**src/rtl/hub75_bcm_driver.sv**
```systemverilog
// HUB75 scan driver: shifts one row per BCM bit plane, latches it, then shows it for a
// plane-weighted window dimmed by a global brightness. Panel-side pins optionally inverted.
module hub75_bcm_driver #(
  parameter int COLS           = 64,
  parameter int ROW_ADDR_W     = 5,
  parameter int BPC            = 2,
  parameter int BASE_TICKS     = 150,
  parameter int RAM_LATENCY    = 2,
  parameter int INVERT_OUTPUTS = 1
) (
  input  logic                                  clk,
  input  logic                                  rst,
  input  logic                                  enable,
  input  logic [7:0]                            brightness,
  output logic [ROW_ADDR_W+$clog2(COLS)-1:0]    pixelAddress0,
  input  logic [3*BPC-1:0]                      pixel0,
  output logic [ROW_ADDR_W+$clog2(COLS)-1:0]    pixelAddress1,
  input  logic [3*BPC-1:0]                      pixel1,
  output logic [ROW_ADDR_W-1:0]                 rowDecoder,
  output logic                                  pixelClk,
  output logic [2:0]                            columnPixels0,
  output logic [2:0]                            columnPixels1,
  output logic                                  columnLatch,
  output logic                                  blank,
  output logic                                  frameDone
);
  localparam int COL_W   = $clog2(COLS);
  localparam int ADDR_W  = ROW_ADDR_W + COL_W;
  localparam int PLANE_W = (BPC > 1) ? $clog2(BPC) : 1;
  localparam int FCNT_W  = $clog2(RAM_LATENCY + 1);
  localparam int WIN_W   = $clog2(BASE_TICKS + 1) + BPC;
  localparam int PROD_W  = WIN_W + 9;
  localparam logic INV   = (INVERT_OUTPUTS != 0);

  typedef enum logic [2:0] {
    IDLE, FETCH, SHIFT_HI, SHIFT_LO, LATCH, DISPLAY, NEXT_ROW, NEXT_PLANE
  } state_t;

  state_t                state;
  logic [ROW_ADDR_W-1:0] row, row_q;
  logic [COL_W-1:0]      col;
  logic [PLANE_W-1:0]    plane;
  logic [FCNT_W-1:0]     fcnt;
  logic [WIN_W-1:0]      wcnt;
  logic [7:0]            bright_q;
  logic [ADDR_W-1:0]     addr_q;
  logic                  pclk_q, latch_q, blank_q, done_q;
  logic [2:0]            cp0_q, cp1_q;

  logic [WIN_W-1:0]      win_len, lit_len;
  logic [8:0]            bright_p1;
  logic [PROD_W-1:0]     prod;

  function automatic logic [2:0] plane_bits(input logic [3*BPC-1:0] pix,
                                            input logic [PLANE_W-1:0] p);
    return {pix[2*BPC + int'(p)], pix[BPC + int'(p)], pix[int'(p)]};
  endfunction

  // In LATCH the live brightness is used so the first display cycle is already correct.
  always_comb begin
    win_len   = WIN_W'(BASE_TICKS) << plane;
    bright_p1 = {1'b0, (state == LATCH) ? brightness : bright_q} + 9'd1;
    prod      = PROD_W'(win_len) * PROD_W'(bright_p1);
    lit_len   = WIN_W'(prod >> 8);
  end

  always_ff @(posedge clk or posedge rst) begin
    if (rst) begin
      state    <= IDLE;
      row      <= '0;
      row_q    <= '0;
      col      <= '0;
      plane    <= '0;
      fcnt     <= '0;
      wcnt     <= '0;
      bright_q <= '0;
      addr_q   <= '0;
      pclk_q   <= 1'b0;
      latch_q  <= 1'b0;
      blank_q  <= 1'b1;
      done_q   <= 1'b0;
      cp0_q    <= '0;
      cp1_q    <= '0;
    end else begin
      case (state)
        IDLE: begin
          blank_q <= 1'b1;
          if (enable) begin
            state <= FETCH;
            fcnt  <= '0;
          end
        end
        FETCH: begin
          if (fcnt == FCNT_W'(RAM_LATENCY - 1)) begin
            state  <= SHIFT_HI;
            pclk_q <= 1'b1;
            cp0_q  <= plane_bits(pixel0, plane);
            cp1_q  <= plane_bits(pixel1, plane);
          end else begin
            fcnt <= fcnt + 1'b1;
          end
        end
        SHIFT_HI: begin
          // Address advances a cycle early (carrying into the row) so the RAM sees it
          // one edge before FETCH starts counting its latency.
          state  <= SHIFT_LO;
          pclk_q <= 1'b0;
          col    <= col + 1'b1;
          addr_q <= {row, col} + ADDR_W'(1);
        end
        SHIFT_LO: begin
          if (col == '0) begin
            state   <= LATCH;
            latch_q <= 1'b1;
            row_q   <= row;
          end else begin
            state <= FETCH;
            fcnt  <= '0;
          end
        end
        LATCH: begin
          state    <= DISPLAY;
          latch_q  <= 1'b0;
          bright_q <= brightness;
          wcnt     <= '0;
          blank_q  <= (lit_len == '0);
        end
        DISPLAY: begin
          if (wcnt == win_len - WIN_W'(1)) begin
            state   <= NEXT_ROW;
            blank_q <= 1'b1;
          end else begin
            wcnt    <= wcnt + WIN_W'(1);
            blank_q <= (wcnt + WIN_W'(1)) >= lit_len;
          end
        end
        NEXT_ROW: begin
          row  <= row + 1'b1;
          fcnt <= '0;
          if (&row) begin
            state  <= NEXT_PLANE;
            done_q <= (plane == PLANE_W'(BPC - 1));
          end else begin
            state <= FETCH;
          end
        end
        NEXT_PLANE: begin
          done_q <= 1'b0;
          fcnt   <= '0;
          if (plane == PLANE_W'(BPC - 1)) begin
            plane <= '0;
            state <= enable ? FETCH : IDLE;
          end else begin
            plane <= plane + 1'b1;
            state <= FETCH;
          end
        end
        default: state <= IDLE;
      endcase
    end
  end

  assign pixelAddress0 = addr_q;
  assign pixelAddress1 = addr_q;
  assign rowDecoder    = row_q ^ {ROW_ADDR_W{INV}};
  assign pixelClk      = pclk_q ^ INV;
  assign columnLatch   = latch_q ^ INV;
  assign blank         = blank_q ^ INV;
  assign columnPixels0 = cp0_q ^ {3{INV}};
  assign columnPixels1 = cp1_q ^ {3{INV}};
  assign frameDone     = done_q;
endmodule

```
**config.mk**
```make
export PLATFORM = sky130hd
export DESIGN_NAME = hub75_bcm_driver
export DESIGN_NICKNAME = d
export VERILOG_FILES = /design/src/rtl/hub75_bcm_driver.sv
export SDC_FILE = /design/constraint.sdc
export NUM_CORES = 1
export LEC_CHECK = 0
export ABC_AREA = 1
export BUFFER_PORTS_ARGS = -buffer_cell sky130_fd_sc_hd__buf_2
export CORE_UTILIZATION = 35
export DETAILED_ROUTE_END_ITERATION = 10
export PLACE_DENSITY_LB_ADDON = 0.25
export SETUP_SLACK_MARGIN = 0.2
export SYNTH_ARGS = -nofsm -noshare
export SYNTH_HDL_FRONTEND = slang
export SYNTH_SLANG_ARGS = --single-unit
```
**constraint.sdc**
```tcl
create_clock -name clk -period 7 [get_ports clk]
set_clock_uncertainty 0.1 [all_clocks]
set_input_delay 1.4 -clock clk [delete_from_list [all_inputs] [get_ports clk]]
set_output_delay 1.4 -clock clk [all_outputs]
set_load 0.02 [all_outputs]
```
==> metrics.log, run 1 <==
INFO  metric yosys-mux-area-fraction = 0
INFO  metric synthDistinctLibCells = between 40 and 50
INFO  metric layout_min_cycle_time = roughly 6.5 ns
INFO  metric main_combinational_cell_family_by_area_after_synthesis = simple AND/OR/NAND/NOR gates
INFO  metric initial_utilization = 0.364
INFO  metric grt_first_pass_wirelength = 18900 um
INFO  metric globalRouteTotalUtil = 0.158
INFO  metric postCtsResizedCells = 0
INFO  metric rr_startpoint = state[0]
INFO  metric drt_pass1_iterations = 4
INFO  metric postRouteAntennaNets = 0
INFO  metric worstSkewPairLatency = between 0.2 and 0.3 ns
INFO  metric worst_slew_margin_rel = 0.531
INFO  metric synth_simple_gate_area_frac = 0.252
INFO  metric tritoncts_clock_tree = yes
INFO  metric instance_count_of_the_mapped_netlist = 683
INFO  metric setup.worst_path.end_class = flip-flop
INFO  metric die_h = approximately 120 um
INFO  metric avgRoutedWirePerCell = 12.0 um
INFO  metric synth-seq-cells = between 50 and 60
INFO  metric finalHoldViolations = 0
INFO  metric clock-sinks = 55
INFO  metric synth_area = 0.00511 sq mm
INFO  metric count_of_filler_cells_inserted_in_the_layout = ~1500
INFO  metric num_antenna_cells = 0
INFO  metric hold_buffers = 0
INFO  metric worst_path_max_delay_cell = fa_1
INFO  metric gp_congestion = around 0.83
INFO  metric antenna_found_initial = 0
INFO  metric critical_path.max_fanout = 5
INFO  metric fp.coreArea = about 0.014 sq mm
INFO  metric row_count = 43
INFO  metric max_cap_viol_count = 0
INFO  metric grt_remaining_overflow = 0
INFO  metric timing.hold.worst.class = flip-flop to flip-flop
INFO  metric critical-path-max-stage-delay = ~0.55 ns
INFO  metric dp_hpwl = between 9000 and 10000 um
INFO  metric clock_root_buffer_master = clkbuf_16
INFO  metric dr_vias_cell = about 4.5
INFO  metric busiest_layer = met2
INFO  metric rr_endpoint = blank_q
INFO  metric route.detailed.drc = 0
INFO  metric synth_compound_gate_area_share = 0.0675
INFO  metric ff2ff_path_depth = 36
INFO  metric total_detailed_routing_wirelength = 11100 um
INFO  metric grt_util_met2 = 0.248
INFO  metric fin_tns_setup = 0 ns
INFO  metric worst_case_clock_buffer_depth = 2
INFO  metric setup-violations-final = 0
INFO  metric finish.net_count = 846
INFO  metric vias = roughly 4200
INFO  metric grt_pass1_vias = about 3900
INFO  metric final_layout_size_suffix_gt1_frac = 0.166
INFO  metric worst_ep_arrival_time = around 6.6 ns
INFO  metric drtIter0Drc = 210
INFO  metric outcome = completed
INFO  metric start_kind = input pin
INFO  metric regToRegSetupSlack = 0.84 ns
INFO  metric cts_max_level = 2
INFO  metric setup.worst_path.class = input pin to flip-flop
INFO  metric grt.met1_usage = 0.231
INFO  metric worst_setup_hold_path_clk_slew = 0.07 ns
INFO  metric numCtsBuffers = 5
INFO  metric hold_path_depth = 2
INFO  metric synthesized_area_per_cell = between 7 and 8 sq um
INFO  metric io_buffer_count = 59
INFO  metric synth_edf_count = 0
INFO  metric yosys_most_used_dff = dfrtp_1
INFO  metric globalRouteMet3Util = 0.0195
INFO  metric post_synth_fa_ha_maj_area_fraction = 0.232
INFO  metric crit_path_frequent_cell = nand2_1
INFO  metric top_level_ports = 60
INFO  metric max_clk_rate = between 0.15 and 0.2 GHz
INFO  metric die_area = around 0.015 sq mm
INFO  metric synthesis.yosys.warnings = 0
INFO  metric synth.yosys.seq_area_share = 0.269
INFO  metric required = slightly above 7 ns
INFO  metric area_growth_syn_to_layout = 14.4%
INFO  metric cts_setup_buffers = 0
INFO  metric placed_cells = 918
INFO  metric unrepaired_setup_endpoints_after_global_routing = false
INFO  metric die-width = around 120 um
INFO  metric maxSlewViolCount = 0
INFO  metric max_slew.worst_pin.slew = between 0.7 and 0.8 ns
INFO  metric fin_crit_sh = 0.924
INFO  metric yosys.area_share.xor_xnor = 0.0394
INFO  metric synth_async_sr_flop_share = 1.00
INFO  metric holdPathEnd = pixelAddress0[9]
INFO  metric maximum_number_of_pins_on_one_net_before_global_route_repair = 56
INFO  metric post_layout_nonfiller_instances = between 900 and 1000
INFO  metric launch_point_of_the_worst_hold_path = pixelAddress0[9]
sequential cells by signal, summed over array words and instances (netlist names):
register       count
cp0_q              3
col                5
wcnt              10
bright_q           8
pixelAddress0      6
blank_q            1
plane              1
latch_q            1
row_q              5
row                5
state              3
fcnt               2
frameDone          1
pclk_q             1
cp1_q              3
how the worst max path moves through the flow:
stage,start,end,depth (start not counted)
5_1_grt,brightness[2],blank_q,36
3_3_place_gp,brightness[0],blank_q,41
2_1_floorplan,brightness[0],blank_q,40
3_5_place_dp,brightness[0],blank_q,40
6_report,brightness[0],blank_q,37
4_1_cts,brightness[0],blank_q,41
per-layer routing:
metal	wire, um	part of all wire
met4	126	0.011
met2	4930	0.44
met5	0	0
met1	5650	0.51
met3	399	0.036
area by class of cell:
| class | count | area, sq um | share of cell area |
|---|---|---|---|
| sequential | 55 | 1380 | 0.236 |
| inverter | 155 | 582 | 0.0995 |
| clock buffer | 5 | 125 | 0.0214 |
| multi-input combinational | 459 | 3130 | 0.535 |
| tap | 180 | 225 | 0.0385 |
| clock inverter | 2 | 37.5 | 0.00642 |
| timing repair buffer | 69 | 370 | 0.0633 |
worst max-delay path, delay by kind of cell:
| family | cells | cell delay (ns) |
|---|---|---|
| AOI/OAI and AO/OA | 2 | 0.32 |
| xor gates and xnor gates | 1 | 0.20 |
| adders and majority gates | 6 | 2.51 |
| buffers and inverters | 10 | 0.75 |
| and+or+nand+nor | 18 | 1.43 |
cells by family (layout without fill, tap and decap cells):
family / after synthesis / in the layout
simple gates: 291 / 291
buf+inv: 175 / 231
fa+ha+maj: 78 / 78
compound gates: 59 / 59
flops: 55 / 55
xor+xnor: 23 / 23
other cells: 2 / 8
synthesized netlist by cell type, types with 2 or more instances:
master	number	area share
a21oi_1	10	0.0098
a31oi_1	6	0.0073
and2_1	3	0.0037
buf_4	11	0.016
clkbuf_1	7	0.0051
conb_1	2	0.0015
dfrtp_1	54	0.26
fa_1	28	0.11
ha_1	50	0.12
inv_1	152	0.11
inv_2	2	0.0015
nand2_1	150	0.11
nand2_2	15	0.018
nand3_1	33	0.032
nand3b_1	4	0.0059
nand4_1	6	0.0073
nor2_1	51	0.037
nor2_2	5	0.0061
nor2_4	2	0.0044
nor3_1	13	0.013
nor3b_1	2	0.0029
nor4_1	2	0.0024
o21ai_0	25	0.024
o21bai_1	2	0.0029
o22ai_1	5	0.0061
o31ai_1	3	0.0044
o41ai_1	2	0.0034
xnor2_1	4	0.0069
xor2_1	19	0.033
metrics by stage:
step / hold WS (ns) / area [sq um] / setup slack [ns] / util
2_1_floorplan: 0.352 / 5140 / 0.438 / -
3_3_place_gp: 0.379 / 5610 / 0.0862 / 0.399
3_5_place_dp: 0.378 / 5610 / 0.0780 / 0.399
4_1_cts: 0.400 / 5770 / 0.347 / 0.411
5_1_grt: 0.412 / 5850 / 0.204 / 0.416
6_report: 0.400 / 5850 / 0.530 / 0.416
cells in the final DEF (no fill, tap or decap), types with 4 or more instances in the layout:
master and n:
inv_1 150, nand2_2 17, xor2_1 18, buf_2 59
conb_1 8, nand2_1 148, nand3b_1 4, dfrtp_1 54
xnor2_1 4, nand3_1 31, clkbuf_16 5, ha_1 47
o22ai_1 5, nor2_2 9, o21ai_0 25, buf_4 10
fa_1 27, inv_2 4, nand4_1 6, a21oi_1 8
a31oi_1 6, nor3_1 13, nor2_1 46
Power of run 1 is left out: the tool's default activity adds up to more than one toggle a clock period on the data nets, which glitch-free logic cannot reach.
==> inputs of run 2 (changes only) <==
--- a/config.mk
+++ b/config.mk
@@ -7,7 +7,9 @@
 export LEC_CHECK = 0
 export ABC_AREA = 1
 export BUFFER_PORTS_ARGS = -buffer_cell sky130_fd_sc_hd__buf_2
+export CORE_ASPECT_RATIO = 0.7
 export CORE_UTILIZATION = 35
+export CTS_CLUSTER_DIAMETER = 60
 export DETAILED_ROUTE_END_ITERATION = 10
 export PLACE_DENSITY_LB_ADDON = 0.25
 export SETUP_SLACK_MARGIN = 0.2
==> run 2 against run 1 <==
Effect of this change: maximum frequency is essentially flat; die area is essentially flat; register-to-register slack lost 0.06 ns; sequential cell count is the same; utilization shrank 0.32 points; global-route usage grew 0.28 points; non-clock buffer count is the same; first-iteration DRC count grew 14%; hold slack gained 0.0030 ns.
==> metrics.log, run 2 (synthesis gave the netlist of run 1 again) <==
INFO  metric outcome = completed
INFO  metric max_slew.worst_pin.slew = just over 0.7 ns
INFO  metric worst_path_max_delay_cell = fa_1
INFO  metric layout.cells.most_common_list = inv_1 (151), nand2_1 (150), buf_2 (59)
INFO  metric postLayoutCellArea = approximately 0.0058 sq mm
INFO  metric avgRoutedWirePerCell = about 12 um
INFO  metric worst_ep_arrival_time = around 6.6 ns
INFO  metric setup.worst_path.end_class = flip-flop
INFO  metric cts_max_level = 2
INFO  metric gp_congestion = between 0.8 and 0.9
INFO  metric num_antenna_cells = 0
INFO  metric max_cap_viol_count = 0
INFO  metric postRouteAntennaNets = 0
INFO  metric required = 7.13 ns
INFO  metric layout_min_cycle_time = between 6 and 7 ns
INFO  metric antenna_found_initial = 0
INFO  metric setup.worst_path.class = input pin to flip-flop
INFO  metric timing.hold.worst.class = flip-flop to flip-flop
INFO  metric drtIter0Drc = 240
INFO  metric max_clk_rate = between 0.15 and 0.2 GHz
INFO  metric die_area = approximately 0.015 sq mm
INFO  metric io_buffer_count = roughly 60
INFO  metric fp.coreArea = ~0.014 sq mm
INFO  metric worst_setup_hold_path_clk_slew = about 0.07 ns
INFO  metric total_detailed_routing_wirelength = 11300 um
INFO  metric row_count = 36
INFO  metric area_growth_syn_to_layout = 13.9%
INFO  metric initial_utilization = 0.363
INFO  metric worst_slew_margin_rel = 0.521
INFO  metric die-width = around 150 um
INFO  metric grt_first_pass_wirelength = 19300 um
INFO  metric finish.net_count = between 800 and 900
INFO  metric critical_path.max_fanout = 5
INFO  metric route.detailed.drc = 0
INFO  metric largest_reg_flops = 10
INFO  metric die_h = 103 um
INFO  metric vias = between 4000 and 5000
INFO  metric start_kind = input pin
INFO  metric crit_path_frequent_cell = nand2_1
INFO  metric final_layout_size_suffix_gt1_frac = 0.160
INFO  metric dr_vias_cell = roughly 4.4
INFO  metric fin_crit_sh = 0.925
INFO  metric top_level_ports = 60
INFO  metric clock-sinks = between 50 and 60
INFO  metric top_register_by_number_of_flip_flops = wcnt
INFO  metric worstSkewPairLatency = about 0.30 ns
INFO  metric tritoncts_clock_tree = yes
INFO  metric clock_root_buffer_master = clkbuf_16
INFO  metric globalRouteTotalUtil = 0.161
INFO  metric grt_pass1_vias = slightly below 4000
INFO  metric maxSlewViolCount = 0
INFO  metric numCtsBuffers = 5
INFO  metric maximum_number_of_pins_on_one_net_before_global_route_repair = 56
INFO  metric dp_hpwl = approximately 9400 um
INFO  metric critical-path-max-stage-delay = 0.54 ns
INFO  metric setup-violations-final = 0
INFO  metric placed_area = roughly 0.0056 sq mm
INFO  metric drt_pass1_iterations = 4
INFO  metric layout_commonest_cell = inv_1
INFO  metric finalHoldViolations = 0
INFO  metric grt_remaining_overflow = 0
INFO  metric worst_case_clock_buffer_depth = 2
INFO  metric unrepaired_setup_endpoints_after_global_routing = false
INFO  metric fin_tns_setup = 0 ns
## run 2: cell count changes in the layout (fill, tap and decap cells not counted), sizes merged
cell | before | now
inv | 154 | 155
clkbuf | 5 | 6
bufinv | 1 | 0
## run 2: layout make-up
cell class | instances | area [sq um]
Clock buffer | 6 | 129
Clock inverter | 2 | 16.3
Timing Repair Buffer | 69 | 370
Inverter | 155 | 582
Sequential cell | 55 | 1380
Tap cell | 190 | 238
Multi-Input combinational cell | 459 | 3110
Fill cell | 1457 | 8270
## run 2: path summary, 6_finish.rpt
check | startpoint | end | slack, ns | depth (start not counted)
max | brightness[0] | blank_q | 0.53 | 40
min | pixelAddress0[7] | pixelAddress0[7] | 0.40 | 2
max reg2reg | state[0] | blank_q | 0.78 | 35
min reg2reg | pixelAddress0[7] | pixelAddress0[7] | 0.40 | 2
max in group asynchronous | rst | cp1_q[0] | 5.15 | 3
min in group asynchronous | rst | row_q[2] | 1.18 | 3
## run 2: per-layer routing
| layer | vias to the layer above | GRT usage | routed length (um) |
|---|---|---|---|
| met1 | 1862 | 0.259 | 6380 |
| met3 | 5 | 0.0336 | 589 |
| li1 | 2205 | - | - |
| met5 | - | 0 | 0 |
| met2 | 83 | 0.218 | 4260 |
| met4 | 0 | 0.0232 | 46 |
## run 2: through the flow
step | hold slack (ns) | std cells | utilization | worst slack [ns]
finish | 0.403 | 936 | 0.413 | 0.528
global route | 0.430 | 936 | 0.413 | 0.124
CTS | 0.409 | 934 | 0.408 | 0.334
detailed placement | 0.390 | 926 | 0.398 | 0.0637
global placement | 0.372 | 926 | 0.398 | 0.0507
floorplan | 0.352 | 689 | - | 0.438
## run 2: critical path: cells and delay by family
| kind | cells | cell delay, ns |
|---|---|---|
| simple gates | 24 | 1.77 |
| fa+ha+maj | 7 | 2.82 |
| compound gates | 1 | 0.14 |
| buf+inv | 8 | 0.47 |
## run 2: timing repair
action                                  CTS  global route
setup buffers                             0             2
endpoints found under the setup margin    0             1
hold buffers                              0             0
hold endpoints to repair                  0             0
resized for setup                         0            13
Power of run 2 is left out for the same reason.
